--- src/rtl/morra_tabellone.sv ---
// Scoreboard for the MorraCinese FSMD: per-match and per-session tallies, plus a
// single-entry report register drained over a valid/ready handshake.
module morra_tabellone #(
  parameter int CONT_W = 4,
  parameter int SESS_W = 8
) (
  input  logic                    clk,
  input  logic                    rst,
  input  logic                    INIZIA,
  input  logic [1:0]              MANCHE,
  input  logic [1:0]              PARTITA,
  output logic [1:0]              STATO,
  output logic [CONT_W-1:0]       VITTORIE_1,
  output logic [CONT_W-1:0]       VITTORIE_2,
  output logic [CONT_W-1:0]       PAREGGI,
  output logic [CONT_W-1:0]       MANCHE_GIOCATE,
  output logic [SESS_W-1:0]       PARTITE_1,
  output logic [SESS_W-1:0]       PARTITE_2,
  output logic [SESS_W-1:0]       PARTITE_PARI,
  output logic                    REPORT_VALID,
  input  logic                    REPORT_READY,
  output logic [2+3*CONT_W-1:0]   REPORT_DATA,
  output logic                    PERSO
);

  typedef enum logic [1:0] {
    S_IDLE  = 2'b00,
    S_GIOCO = 2'b01,
    S_FINE  = 2'b10
  } stato_t;

  stato_t                  r_stato;
  logic [CONT_W-1:0]       r_v1, r_v2, r_par, r_gioc;
  logic [SESS_W-1:0]       r_p1, r_p2, r_pp;
  logic                    r_valid, r_perso;
  logic [2+3*CONT_W-1:0]   r_data;

  logic                    w_active, w_end;
  logic [CONT_W-1:0]       w_v1, w_v2, w_par, w_gioc;
  logic [2+3*CONT_W-1:0]   w_report;

  function automatic logic [CONT_W-1:0] inc_cont(input logic [CONT_W-1:0] v);
    return (&v) ? v : v + CONT_W'(1);
  endfunction

  function automatic logic [SESS_W-1:0] inc_sess(input logic [SESS_W-1:0] v);
    return (&v) ? v : v + SESS_W'(1);
  endfunction

  // Next match counters: a start clears them first, then this cycle's round applies.
  always_comb begin
    // NOTE: every always_comb output gets a default first so no latch is inferred.
    w_active = INIZIA || (r_stato == S_GIOCO);
    w_end    = w_active && (PARTITA != 2'b00);
    w_v1     = INIZIA ? '0 : r_v1;
    w_v2     = INIZIA ? '0 : r_v2;
    w_par    = INIZIA ? '0 : r_par;
    w_gioc   = INIZIA ? '0 : r_gioc;
    if (w_active) begin
      case (MANCHE)
        2'b01:   w_v1  = inc_cont(w_v1);
        2'b10:   w_v2  = inc_cont(w_v2);
        2'b11:   w_par = inc_cont(w_par);
        default: ;
      endcase
      if (MANCHE != 2'b00) w_gioc = inc_cont(w_gioc);
    end
    w_report = {PARTITA, w_v1, w_v2, w_gioc};
  end

  // NOTE: sequential state uses non-blocking assignments only.
  always_ff @(posedge clk) begin
    if (rst) begin
      r_stato <= S_IDLE;
      r_v1    <= '0;
      r_v2    <= '0;
      r_par   <= '0;
      r_gioc  <= '0;
      r_p1    <= '0;
      r_p2    <= '0;
      r_pp    <= '0;
      r_valid <= 1'b0;
      r_data  <= '0;
      r_perso <= 1'b0;
    end else begin
      r_v1   <= w_v1;
      r_v2   <= w_v2;
      r_par  <= w_par;
      r_gioc <= w_gioc;

      if (w_end)         r_stato <= S_FINE;
      else if (w_active) r_stato <= S_GIOCO;

      if (w_end) begin
        case (PARTITA)
          2'b01:   r_p1 <= inc_sess(r_p1);
          2'b10:   r_p2 <= inc_sess(r_p2);
          default: r_pp <= inc_sess(r_pp);
        endcase
        // A pending unaccepted record wins; the newcomer is dropped and flagged.
        if (!r_valid || REPORT_READY) begin
          r_valid <= 1'b1;
          r_data  <= w_report;
        end else begin
          r_perso <= 1'b1;
        end
      end else if (r_valid && REPORT_READY) begin
        r_valid <= 1'b0;
      end
    end
  end

  assign STATO          = r_stato;
  assign VITTORIE_1     = r_v1;
  assign VITTORIE_2     = r_v2;
  assign PAREGGI        = r_par;
  assign MANCHE_GIOCATE = r_gioc;
  assign PARTITE_1      = r_p1;
  assign PARTITE_2      = r_p2;
  assign PARTITE_PARI   = r_pp;
  assign REPORT_VALID   = r_valid;
  assign REPORT_DATA    = r_data;
  assign PERSO          = r_perso;

endmodule

--- config.mk ---
export PLATFORM = sky130hd
export DESIGN_NAME = morra_tabellone
export DESIGN_NICKNAME = d
export VERILOG_FILES = /design/src/rtl/morra_tabellone.sv
export SDC_FILE = /design/constraint.sdc
export NUM_CORES = 1
export LEC_CHECK = 0
export BUFFER_PORTS_ARGS = -buffer_cell sky130_fd_sc_hd__buf_2
export CAP_MARGIN = 20
export CORE_MARGIN = 3
export CORE_UTILIZATION = 45
export DETAILED_ROUTE_END_ITERATION = 10
export PLACE_DENSITY = 0.73
export SETUP_SLACK_MARGIN = 0.3
export SLEW_MARGIN = 20
export SYNTH_ARGS = -nofsm -noshare
export SYNTH_HDL_FRONTEND = slang
export SYNTH_SLANG_ARGS = --single-unit
--- constraint.sdc ---
create_clock -name clk -period 5.7 [get_ports clk]
set_clock_uncertainty 0.15 [all_clocks]
set_input_delay 1.14 -clock clk [delete_from_list [all_inputs] [get_ports clk]]
set_output_delay 1.14 -clock clk [all_outputs]
set_load 0.02 [all_outputs]
==> metrics.yaml, run 1 <==
status: "complete, no violations"
period_minus_slack_ns: 2.733
synth_top_cells_by_area: "dfxtp_1 42%, a21oi_1 4.0%, nor2_1 3.8%"
startpoint: "INIZIA"
worst_pin_slew_ns: 0.7922
port_buffers: 65
cp_data_arrival_time_ns: 2.82
r2r_cells: 4
cts_made_buffers: 9
layout.nets: 383
crit_path_start_kind: "primary input"
grt_pass1_wl_mm: 10.88
synth_enable_flop_cells: 0
worstSetupPathType: "in -> reg"
die_area_um2: 7097
layout-drive-gt1-share: 0.2513
max_freq_mhz: 365.9
ys_ff_latch: 58
place_inst: 430
r2r_slack_ns: 3.52
antenna_left: 0
hold_buffers: 0
die_y_um: 84.25
cts_root_buf: "clkbuf_8"
hp-start: "REPORT_DATA[2]"
postPlaceCellArea_um2: 3112
drtIter0Drc: 149
whs_path_depth: 1
fin_crit_sh: 0.4794
rows: 27
drv_slew: 0
rsz0062_at_grt: "no"
drc: 0
ys_seq_area_frac: 0.4214
viasPerCell: 5.652
drv_cap: 0
hpwl_mm: 4.435
path_clk_slew_ns: 0.06
p_per_area_nw_per_um2: 288.9
grt_max_degree: 43
slew_headroom: 0.4684
place_congestion: 0.7876
die_width_um: 84.25
clock_latency_ns: 0.34
syn_area_per_cell_um2: 9.033
initial_core_util: 0.4826
p_leak_nw: 1.373
cp_max_fo: 20
timing.rr.end: "PARTITE_2[5]"
synth_top_area_cell: "dfxtp_1"
required_ns: 5.79
grt_usage: 0.1897
min_path_type: "reg -> reg"
dr.pass1.iters: 4
setup_viol: 0
coreArea_um2: 5709
hold_end: "REPORT_DATA[2]"
wl_mm: 6.331
diodes: 0
antenna_found_initial: 0
cts_setup_buffers: 0
synth_top_area_frac: 0.4214
io_pins: 66
postSynthCellCount: 305
grt_pass1_vias: 2288
ys_warn_count: 0
final_cells: 446
clkSinkCount: 58
async_reset_ff_frac: 0
tritoncts: "done"
via_count: 2521
area_delta_synth_final_pct: 22.07
r2r_start: "STATO[1]"
wl_per_cell_um: 14.20
htreeDepth: 3
hold_viol: 0
ir_drop_v: 0.0002181
tns_ns: 0
syn_nets: 319
overflow: 0
cts_resized: 0
synth_top_flop_cell: "dfxtp_1"
clockBufferDepth: 2
syn_area_um2: 2755
yosysUniqueCellTypes: 51
end_kind: "flip-flop"
fin_area_um2: 3363
-- cells by family (layout without fill, tap and decap cells) --
kind of cell / count (synthesis) / count (layout) / synth area share
simple gates: 116 / 116 / 0.2243
compound gates: 90 / 90 / 0.2407
flops: 58 / 58 / 0.4214
buf+inv: 21 / 90 / 0.03360
mux: 14 / 14 / 0.05268
fa+ha+maj: 6 / 6 / 0.02725
-- cell usage in the layout, fill, tap and decap left out, types with 4 or more instances in the layout --
cell type and instances:
inv_1 9, dfxtp_1 58, a2bb2o_4 4, nor2_1 28
or4_1 7, o2bb2ai_1 5, a211oi_1 4, nor2b_1 11
a21oi_1 22, mux2i_1 10, or3_1 5, buf_2 65
nand3_1 14, nand2b_1 5, a311oi_1 4, nor4_1 6
o211ai_1 5, o21ai_0 16, mux2_2 4, ha_1 6
o31ai_1 6, nand2_1 20, nor3_1 5, a41oi_1 4
clkbuf_8 11
-- synth_stat cells (3+ instances only) --
master,instances
buf_1,3
a21oi_1,22
mux2_2,4
a311oi_1,4
nor2b_1,11
o21ai_0,16
a41oi_1,4
nor4_1,6
dfxtp_1,58
inv_1,9
a2bb2o_4,4
or4_1,7
buf_2,5
o211ai_1,5
nand2b_1,5
nand4_1,3
a211oi_1,4
nand3_1,14
o2bb2ai_1,5
nand2_1,20
nor2_1,28
or3_1,5
mux2i_1,10
nor3_1,5
clkbuf_1,3
o31ai_1,6
ha_1,6
a21boi_0,3
-- stage by stage --
stage	utilization	worst slack [ns]	hold slack [ns]	power, mW
4_1_cts	0.5891	2.979	0.3156	0.9833
5_1_grt	0.5891	2.831	0.3389	1.013
3_5_place_dp	0.5450	2.626	0.2925	0.5055
3_3_place_gp	0.5450	2.672	0.2946	0.5040
6_report	0.5891	2.967	0.3131	0.9716
2_1_floorplan	-	2.986	0.3950	0.4826
-- metal layers --
layer	global-route usage	wire length [um]	up-vias
met5	0	0	-
met4	0.05702	98	0
met3	0.07458	376	10
met2	0.2956	2880	61
met1	0.2426	2974	1174
li1	-	-	1276
-- area by class of cell --
class	count	area, um2
repair buffers	65	325.3
clock inverters	5	100.1
multi-input cells	226	1501
well taps	72	90.09
fillers	533	2346
inverters	9	33.78
flip-flops and latches	58	1161
clock buffers	11	151.4
-- power by group --
part	total [mW]	internal, mW	leakage (nW)	switching [mW]
combinational	0.0753	0.0238	0.774	0.0515
clock	0.475	0.313	0.129	0.163
sequential	0.421	0.414	0.470	0.00731
total	0.972	0.750	1.37	0.222
-- flip-flops by register name, indices dropped and copies added (netlist names), 2 cells and up --
signal          cells
PAREGGI             4
PARTITE_1           8
VITTORIE_1          4
PARTITE_2           8
REPORT_DATA        14
MANCHE_GIOCATE      4
VITTORIE_2          4
STATO               2
PARTITE_PARI        8
-- worst max path at each step --
| stage | slack (ns) | depth (start not counted) | endpoint |
|---|---|---|---|
| after global placement | 2.67 | 5 | REPORT_DATA[9] |
| final | 2.97 | 5 | REPORT_DATA[9] |
| after floorplan | 2.99 | 7 | PARTITE_1[7] |
| after detailed placement | 2.63 | 5 | REPORT_DATA[10] |
| after CTS | 2.98 | 5 | REPORT_DATA[9] |
| after global routing | 2.83 | 5 | REPORT_DATA[9] |
-- critical path, cell delays in order --
cell and delay, ns:
buf_2 0.30, inv_1 0.32, a211oi_4 0.56, nor2_2 0.21, a2bb2o_4 0.28
Power figures use the tool's default switching activity.
==> inputs of run 2 (changes only) <==
--- a/config.mk
+++ b/config.mk
@@ -10,7 +10,7 @@
 export CORE_MARGIN = 3
 export CORE_UTILIZATION = 45
 export DETAILED_ROUTE_END_ITERATION = 10
-export PLACE_DENSITY = 0.73
+export PLACE_DENSITY = 0.76
 export SETUP_SLACK_MARGIN = 0.3
 export SLEW_MARGIN = 20
 export SYNTH_ARGS = -nofsm -noshare
==> constraint.sdc (replaced) <==
create_clock -name clk -period 2.4 [get_ports clk]
set_clock_uncertainty 0.15 [all_clocks]
set_input_delay 0.48 -clock clk [delete_from_list [all_inputs] [get_ports clk]]
set_output_delay 0.48 -clock clk [all_outputs]
set_load 0.02 [all_outputs]
==> metrics.yaml, run 2 (synthesized netlist as in run 1, its figures left out) <==
grt_pass1_wl_mm: 11.27
coreArea_um2: 5709
min_path_type: "in -> reg"
worstSetupPathType: "in -> reg"
whs_path_depth: 3
antenna_found_initial: 0
crit_path_start_kind: "primary input"
drc: 0
crit_chain: "buf_2, inv_1, ha_1, nor2_1, o21ai_0, nor4_1, mux2_2"
rsz0062_at_grt: "no"
die_width_um: 84.25
final_core_util: 0.5950
required_ns: 2.48
wl_per_cell_um: 14.62
place_congestion: 0.8397
multi_input_area_um2: 1506
wl_mm: 6.694
tritoncts: "done"
cp.buffers_inverters: 2
p_per_area_nw_per_um2: 602.7
diodes: 0
clockBufferDepth: 2
layout-drive-gt1-share: 0.2772
p_leak_nw: 1.395
fin_crit_sh: 0.7941
grt_pass1_vias: 2487
cp_data_arrival_time_ns: 1.99
area_delta_synth_final_pct: 23.30
grt_usage: 0.1920
period_minus_slack_ns: 1.906
worst_pin_slew_ns: 0.5526
slew_headroom: 0.6291
overflow: 0
tns_ns: 0
cp_max_fo: 5
port_buffers: 65
drv_slew: 0
largest_register_ff_count: 14
die_y_um: 84.25
antenna_left: 0
mostFrequentLayoutCells: "65 x buf_2, 58 x dfxtp_1, 28 x nor2_1"
worst_path_largest_cell_delay_ns: 0.38
postPlaceCellArea_um2: 3202
crit_family: "simple AND/OR/NAND/NOR gates"
via_count: 2588
hpwl_mm: 4.818
viasPerCell: 5.651
cts_setup_buffers: 0
fillCellCount: 514
cts_root_buf: "clkbuf_8"
end_kind: "flip-flop"
cts_made_buffers: 9
hold_viol: 0
status: "complete, no violations"
crit_cells: 7
die_area_um2: 7097
drtIter0Drc: 92
final_common_cell: "buf_2"
r2r_cells: 5
clkSinkCount: 58
setup_viol: 0
clock_latency_ns: 0.34
dr.pass1.iters: 4
grt_max_degree: 21
layout.nets: 395
ir_drop_v: 0.0004430
cp_slowest_cell: "mux2_2"
drv_cap: 0
htreeDepth: 3
fin_area_um2: 3397
seq_area_um2: 1161
path_clk_slew_ns: 0.07
rows: 27
max_freq_mhz: 524.7
initial_core_util: 0.4826
io_pins: 66
-- run 2: cell count changes in the layout (fill, tap and decap cells not counted), sizes merged --
cell,change
buf,+12
clkbuf,+1
bufinv,-3
clkinvlp,+2
-- run 2: worst reg2reg max path: cells and delay by family, from the launching register on --
| kind | cells | cell delay (ns) |
|---|---|---|
| and+or+nand+nor | 2 | 0.50 |
| muxes | 1 | 0.38 |
| adders and majority gates | 1 | 0.28 |
| DFF | 1 | 0.35 |
| AOI/OAI and AO/OA | 1 | 0.13 |
-- run 2: layer usage --
metal | routed length [um] | GRT usage | vias up
met4 | 108 | 0.07164 | 0
met3 | 427 | 0.07066 | 12
met5 | 0 | 0 | -
met2 | 3091 | 0.3027 | 71
li1 | - | - | 1296
met1 | 3066 | 0.2397 | 1209
-- run 2: layout make-up --
type	instances	area share
timing repair buffer	77	0.1223
tap	72	0.02652
clock inverter	4	0.007366
inverter	9	0.009945
multi-input combinational	226	0.4435
clock buffer	12	0.04862
sequential	58	0.3418
-- run 2: repair_timing --
action	4_1_cts	5_1_grt
resized for setup	0	1
hold buffers	0	0
setup endpoints to repair	0	1
-- run 2: worst paths after layout --
path              startpoint               to  slack, ns
min               PARTITA[0]  REPORT_DATA[12]       0.27
min reg2reg  REPORT_DATA[11]  REPORT_DATA[11]       0.31
max reg2reg  PARTITE_PARI[0]  PARTITE_PARI[6]       0.51
max               PARTITA[0]  PARTITE_PARI[6]       0.49
-- run 2: metrics by stage --
stage	std cells	worst slack (ns)	total power, mW	hold WS (ns)
CTS	458	0.4903	2.064	0.2617
detailed placement	442	0.1515	1.220	0.2929
global placement	442	0.2311	1.215	0.2913
floorplan	305	0.3456	1.146	0.3950
finish	458	0.4943	2.047	0.2679
global route	458	0.3132	2.130	0.2861
-- run 2: power breakdown --
part           total [mW]  internal (mW)  switching [mW]
combinational       0.200         0.0708           0.129
sequential           1.00          0.982          0.0174
clock               0.847          0.455           0.392
